### config.mk
export PLATFORM = sky130hd
export DESIGN_NAME = wave_gen_controller
export DESIGN_NICKNAME = d
export VERILOG_FILES = /design/src/rtl/fgen_pkg.sv /design/src/rtl/wave_gen_controller_tick_divider.sv /design/src/rtl/wave_gen_controller.sv
export SDC_FILE = /design/constraint.sdc
export NUM_CORES = 1
export LEC_CHECK = 0
export BUFFER_PORTS_ARGS = -buffer_cell sky130_fd_sc_hd__clkbuf_2
export CAP_MARGIN = 25
export CORE_MARGIN = 8
export CORE_UTILIZATION = 58
export DETAILED_ROUTE_END_ITERATION = 16
export PLACE_DENSITY_LB_ADDON = 0.3
export SLEW_MARGIN = 0
export SYNTH_ARGS = -nofsm -noshare
export SYNTH_HDL_FRONTEND = slang
export SYNTH_SLANG_ARGS = --single-unit
### constraint.sdc
create_clock -name clk -period 3.4 [get_ports clk]
set_input_delay 0.68 -clock clk [delete_from_list [all_inputs] [get_ports clk]]
set_output_delay 0.68 -clock clk [all_outputs]
set_load 0.01 [all_outputs]
### src/rtl/fgen_pkg.sv
// Shared encodings for the function-generator waveform controller.
// Waveform codes, controller states and the default drain limit.
package fgen_pkg;

  typedef enum logic [1:0] {
    WAVE_SQUARE   = 2'd0,
    WAVE_TRIANGLE = 2'd1,
    WAVE_SAW      = 2'd2,
    WAVE_SINE     = 2'd3
  } wave_e;

  typedef enum logic [1:0] {
    ST_RUN     = 2'd0,
    ST_DRAIN   = 2'd1,
    ST_RESTART = 2'd2
  } state_e;

  localparam int DRAIN_MAX_DEF = 255;

endpackage

### src/rtl/wave_gen_controller_tick_divider.sv
// Programmable sample-tick divider with saturating up/down divide value.
// gen_en pulses every div_val+1 clocks; clr restarts the count silently.
module tick_divider #(
  parameter int DIV_W       = 16,
  parameter int DIV_DEFAULT = 1
) (
  input  logic clk,
  input  logic rst,
  input  logic freq_up,
  input  logic freq_down,
  input  logic clr,
  output logic gen_en
);

  logic [DIV_W-1:0] div_val_q, div_val_d;
  logic [DIV_W-1:0] div_cnt_q, div_cnt_d;
  logic             gen_en_q, gen_en_d;

  always_comb begin
    div_val_d = div_val_q;
    if (freq_up && !freq_down && div_val_q != '0)
      div_val_d = div_val_q - 1'b1;
    else if (freq_down && !freq_up && div_val_q != '1)
      div_val_d = div_val_q + 1'b1;
  end

  // >= lets a freshly lowered divide value wrap on the next cycle
  always_comb begin
    gen_en_d  = 1'b0;
    div_cnt_d = div_cnt_q + 1'b1;
    if (clr) begin
      div_cnt_d = '0;
    end else if (div_cnt_q >= div_val_q) begin
      gen_en_d  = 1'b1;
      div_cnt_d = '0;
    end
  end

  always_ff @(posedge clk or posedge rst) begin
    if (rst) begin
      div_val_q <= DIV_W'(DIV_DEFAULT);
      div_cnt_q <= '0;
      gen_en_q  <= 1'b0;
    end else begin
      div_val_q <= div_val_d;
      div_cnt_q <= div_cnt_d;
      gen_en_q  <= gen_en_d;
    end
  end

  assign gen_en = gen_en_q;

endmodule

### src/rtl/wave_gen_controller.sv
// Waveform sequencer: tick generation, glitch-free generator switching
// (drain to zero, restart pulse) and scaled sample output to the DAC.
module wave_gen_controller
  import fgen_pkg::*;
#(
  parameter int DIV_W       = 16,
  parameter int DIV_DEFAULT = 1,
  parameter int WAVE_W      = 8,
  parameter int DRAIN_MAX   = DRAIN_MAX_DEF
) (
  input  logic                clk,
  input  logic                rst,
  input  logic                sel_valid,
  output logic                sel_ready,
  input  logic [1:0]          sel_req,
  input  logic                freq_up,
  input  logic                freq_down,
  input  logic [1:0]          amp_shift,
  input  logic [4*WAVE_W-1:0] wave_in,
  output logic                gen_en,
  output logic                gen_rst,
  output logic [WAVE_W-1:0]   wave_out,
  output logic [1:0]          active_sel,
  output logic                busy
);

  localparam int DC_W = $clog2(DRAIN_MAX + 1);

  state_e            state_q, state_d;
  logic [1:0]        active_q, active_d;
  logic [1:0]        pending_q, pending_d;
  logic [DC_W-1:0]   drain_cnt_q, drain_cnt_d;
  logic [WAVE_W-1:0] wave_q, wave_d;
  logic              gen_rst_q, gen_rst_d;

  logic [WAVE_W-1:0] act_smp;
  logic              drain_last;
  logic              go_restart;
  logic              div_clr;

  assign act_smp = wave_in[int'(active_q)*WAVE_W +: WAVE_W];

  // drain_cnt holds ticks already spent; this tick is number DRAIN_MAX
  assign drain_last = (drain_cnt_q == DC_W'(DRAIN_MAX - 1));
  assign go_restart = (state_q == ST_DRAIN) && gen_en &&
                      ((act_smp == '0) || drain_last);
  assign div_clr    = go_restart || (state_q == ST_RESTART);

  tick_divider #(
    .DIV_W      (DIV_W),
    .DIV_DEFAULT(DIV_DEFAULT)
  ) u_div (
    .clk      (clk),
    .rst      (rst),
    .freq_up  (freq_up),
    .freq_down(freq_down),
    .clr      (div_clr),
    .gen_en   (gen_en)
  );

  always_comb begin
    state_d     = state_q;
    active_d    = active_q;
    pending_d   = pending_q;
    drain_cnt_d = drain_cnt_q;
    gen_rst_d   = 1'b0;
    unique case (state_q)
      ST_RUN: begin
        if (sel_valid && sel_req != active_q) begin
          pending_d   = sel_req;
          drain_cnt_d = '0;
          state_d     = ST_DRAIN;
        end
      end
      ST_DRAIN: begin
        if (go_restart) begin
          state_d   = ST_RESTART;
          gen_rst_d = 1'b1;
        end else if (gen_en) begin
          drain_cnt_d = drain_cnt_q + 1'b1;
        end
      end
      ST_RESTART: begin
        active_d = pending_q;
        state_d  = ST_RUN;
      end
      default: state_d = ST_RUN;
    endcase
  end

  always_comb begin
    wave_d = act_smp >> amp_shift;
    if (state_q == ST_RESTART)
      wave_d = '0;
  end

  always_ff @(posedge clk or posedge rst) begin
    if (rst) begin
      state_q     <= ST_RUN;
      active_q    <= 2'd0;
      pending_q   <= 2'd0;
      drain_cnt_q <= '0;
      wave_q      <= '0;
      gen_rst_q   <= 1'b0;
    end else begin
      state_q     <= state_d;
      active_q    <= active_d;
      pending_q   <= pending_d;
      drain_cnt_q <= drain_cnt_d;
      wave_q      <= wave_d;
      gen_rst_q   <= gen_rst_d;
    end
  end

  assign sel_ready  = (state_q == ST_RUN);
  assign busy       = (state_q != ST_RUN);
  assign gen_rst    = gen_rst_q;
  assign wave_out   = wave_q;
  assign active_sel = active_q;

endmodule

==> results.py <==
metrics = {
    "status": {
        "run_status": "completed",
    },
    "timing": {
        "setup_violations": 0,
        "least_setup_slack_across_all_paths_after_layout_ns": 0.313,
        "finalHoldViolCount": 0,
        "hold_ws_ns": 0.393,
        "grt_setup_unrepaired": "false",
        "timing.fmax_mhz": 324,
        "worst_clock_skew_ns": 0.0103,
        "finalCriticalPeriod_ns": 3.09,
        "setup-tns-final_ns": 0,
        "worstMarginPinSlew_ns": 0.834,
        "drv_slew": 0,
        "slew-limit-headroom": 0.442,
        "finalCritPeriodShare": 0.908,
    },
    "global_routing": {
        "grt_first_pass_wirelength_um": 13900,
        "antenna_violations_before_repair": 0,
        "global_route.usage.total": 0.173,
        "globalRouteOverflowTotal": 0,
        "grt_max_degree": 30,
        "via_count_of_the_first_global_routing_pass": 3103,
    },
    "synthesis": {
        "ys_seq_elements": 56,
        "synth-edff-count": 0,
        "post_synth_xor_area_fraction": 0.0640,
        "post_synth_num_cell_types": 47,
        "synth_warnings": 0,
        "synth_simple_gate_area_share": 0.170,
        "ys_async_sr_fraction": 1.00,
        "dominantRegCellSynth": "dfrtp_1",
        "synth_top_family_by_area": "simple AND/OR/NAND/NOR gates",
        "synth_largest_area_cell": "dfrtp_1",
        "syn_nets": 468,
        "synthesis.area_um2": 3830,
        "ys_seq_area_frac": 0.366,
        "syn-instance-count": 393,
        "yosys.area_share.adder": 0.113,
        "syn-mean-instance-area_um2": 9.75,
        "synth_top_cells_by_area": "dfrtp_1, ha_1, mux4_2",
        "share_of_yosys_cell_area_claimed_by_the_top_area_cell_type": 0.359,
        "synth-compound-area-share": 0.143,
        "synth_mux_area_frac": 0.104,
    },
    "detailed_routing": {
        "detail_route.wl_per_cell_um": 15.4,
        "route.detailed.vias_per_inst": 5.95,
        "drt_first_iter_violations": 95,
        "first_pass_iters": 4,
        "post-route-drc-count": 0,
        "number_of_nets_with_antenna_violations_after_routing": 0,
        "postRouteWirelength_um": 8110,
        "vias": 3129,
    },
    "setup_path": {
        "timing.rr.start": "u_div.div_val_q[1]",
        "worst_setup_slack_for_register_to_register_paths_ns": 0.31,
        "startpoint": "u_div.div_val_q[1]",
        "critical_path.max_fanout": 10,
        "worstReg2RegEnd": "u_div.div_val_q[14]",
        "critical_path_arrival_ns": 3.26,
        "rr_worst_depth": 10,
        "capturing_element_of_the_worst_setup_path": "u_div.div_val_q[14]",
        "worstSetupEndpointType": "register",
        "worst_setup_path_start_kind": "register",
        "worst-setup-path-type": "register to register",
        "worst_ep_required_time_ns": 3.58,
    },
    "die": {
        "core_area_um2": 6390,
        "row_count": 29,
        "die_span_y_um": 97.3,
        "floorplan.io_pins": 55,
        "floorplan_die_area_um2": 9460,
        "die_w_um": 97.3,
        "initial_standard_cell_utilization_of_the_core": 0.600,
    },
    "placement": {
        "dpl.hpwl_um": 6420,
        "place.port_buffers": 54,
        "place_congestion": 0.960,
        "dp_worst_setup_slack_ns": 0.389,
    },
    "final_layout": {
        "antenna_cells": 0,
        "synthToLayoutAreaGrowth_pct": 11.7,
        "final_net_count": 523,
        "drive_gt1_frac": 0.203,
    },
    "clock_network": {
        "clk_latency_ns": 0.32,
        "cts_tree": "done",
        "clock_root_buffer_master": "clkbuf_8",
        "cts_inserted_buffers": 5,
        "post_cts_hold_buffer_count": 0,
        "postCtsResizedCells": 0,
        "cts_post_setup_buffers_inserted": 0,
        "cts.sinks": 56,
        "clock_path_buffers": 2,
        "htreeDepth": 2,
        "clk_pin_slew_ns": 0.11,
    },
    "power_and_ir_drop": {
        "ir_drop_uv": 421,
        "leakagePower_nw": 2.06,
        "power.density_nw_per_um2": 610,
        "report.power.total_mw": 2.61,
    },
    "worst_hold_path": {
        "holdCritPathClass": "primary input to async pin",
    },
    "job": {
        "max_cap_violations": 0,
    },
}
[registers in the layout, indices dropped and copies added, names as in the netlist]
signal	count
active_sel	2
drain_cnt_q	8
gen_rst	1
pending_q	2
state_q	2
u_div.div_cnt_q	16
u_div.div_val_q	16
u_div.gen_en	1
wave_out	8
[cell families (layout without fill, tap and decap cells)]
| kind of cell | count (synthesis) | after routing |
|---|---|---|
| DFF | 56 | 56 |
| xor gates and xnor gates | 28 | 28 |
| buffers and inverters | 37 | 93 |
| AOI/OAI and AO/OA | 81 | 81 |
| muxes | 24 | 24 |
| and+or+nand+nor | 133 | 133 |
| adders and majority gates | 34 | 34 |
[cell usage after synthesis (3+ instances only)]
| cell type | count |
|---|---|
| mux2i_1 | 7 |
| nor2_1 | 35 |
| nand2_1 | 32 |
| nand3_1 | 14 |
| nand2b_1 | 7 |
| a211oi_1 | 8 |
| nand4_1 | 11 |
| inv_1 | 27 |
| xor2_1 | 14 |
| o21ai_0 | 20 |
| a21oi_1 | 15 |
| clkbuf_1 | 6 |
| o21bai_1 | 3 |
| and3_1 | 8 |
| nor4_1 | 5 |
| mux2_2 | 5 |
| o21a_1 | 3 |
| o211ai_1 | 4 |
| a31oi_1 | 4 |
| nor2b_1 | 11 |
| xnor2_1 | 14 |
| dfrtp_1 | 55 |
| ha_1 | 33 |
| a21o_1 | 8 |
| nor3_1 | 4 |
| mux4_2 | 12 |
[critical path, cell delays in order (launching register included)]
cell	delay, ns
dfrtp_1	0.48
nor4_1	0.40
a41o_1	0.25
inv_1	0.18
ha_1	0.40
a21oi_1	0.11
o21ai_0	0.28
a21oi_1	0.17
o41ai_1	0.43
xnor2_1	0.16
o21ai_0	0.09
[placed cells by master, fill, tap and decap left out, drive strengths merged, types with 11 or more instances in the layout]
cell type and instances:
o21ai 20, dfrtp 55, clkbuf 59, xnor2 14
nand2 32, nand4 11, nor2 35, xor2 14
inv 28, a21oi 15, nor2b 11, mux4 12
ha 33, nand3 14
[power breakdown]
part           leakage, nW  internal [mW]  switching [mW]
Clock               0.0515          0.155           0.237
Sequential           0.714          0.836           0.241
Combinational         1.30          0.522           0.617
[final cells by class]
type | instances | area (µm²)
inverters | 27 | 101
clock buffers | 5 | 68.8
well taps | 77 | 96.3
multi-input cells | 300 | 2270
flip-flops and latches | 56 | 1400
repair buffers | 58 | 300
fillers | 518 | 2110
clock inverters | 3 | 33.8
[how the worst min path moves through the flow]
stage	end	cells past startpoint
after floorplan	drain_cnt_q[4]	1
after global placement	drain_cnt_q[4]	1
after detailed placement	drain_cnt_q[4]	1
after CTS	active_sel[1]	2
after global routing	active_sel[1]	2
final	active_sel[0]	2
[stage by stage]
stage,instance area (µm²),std cells,utilization
2_1_floorplan,3830,393,-
5_1_grt,4280,526,0.670
3_5_place_dp,4180,518,0.654
6_report,4280,526,0.670
4_1_cts,4280,526,0.670
3_3_place_gp,4180,518,0.654
[per-layer routing]
metal  vias up  global-route usage  wire (µm)
met5         -                   0          0
met4         0              0.0513        140
met3        13              0.0427        436
met2        81               0.297       3930
met1      1502               0.208       3600
li1       1533                   -          -
Note: power is estimated with default switching activity, not from simulation.
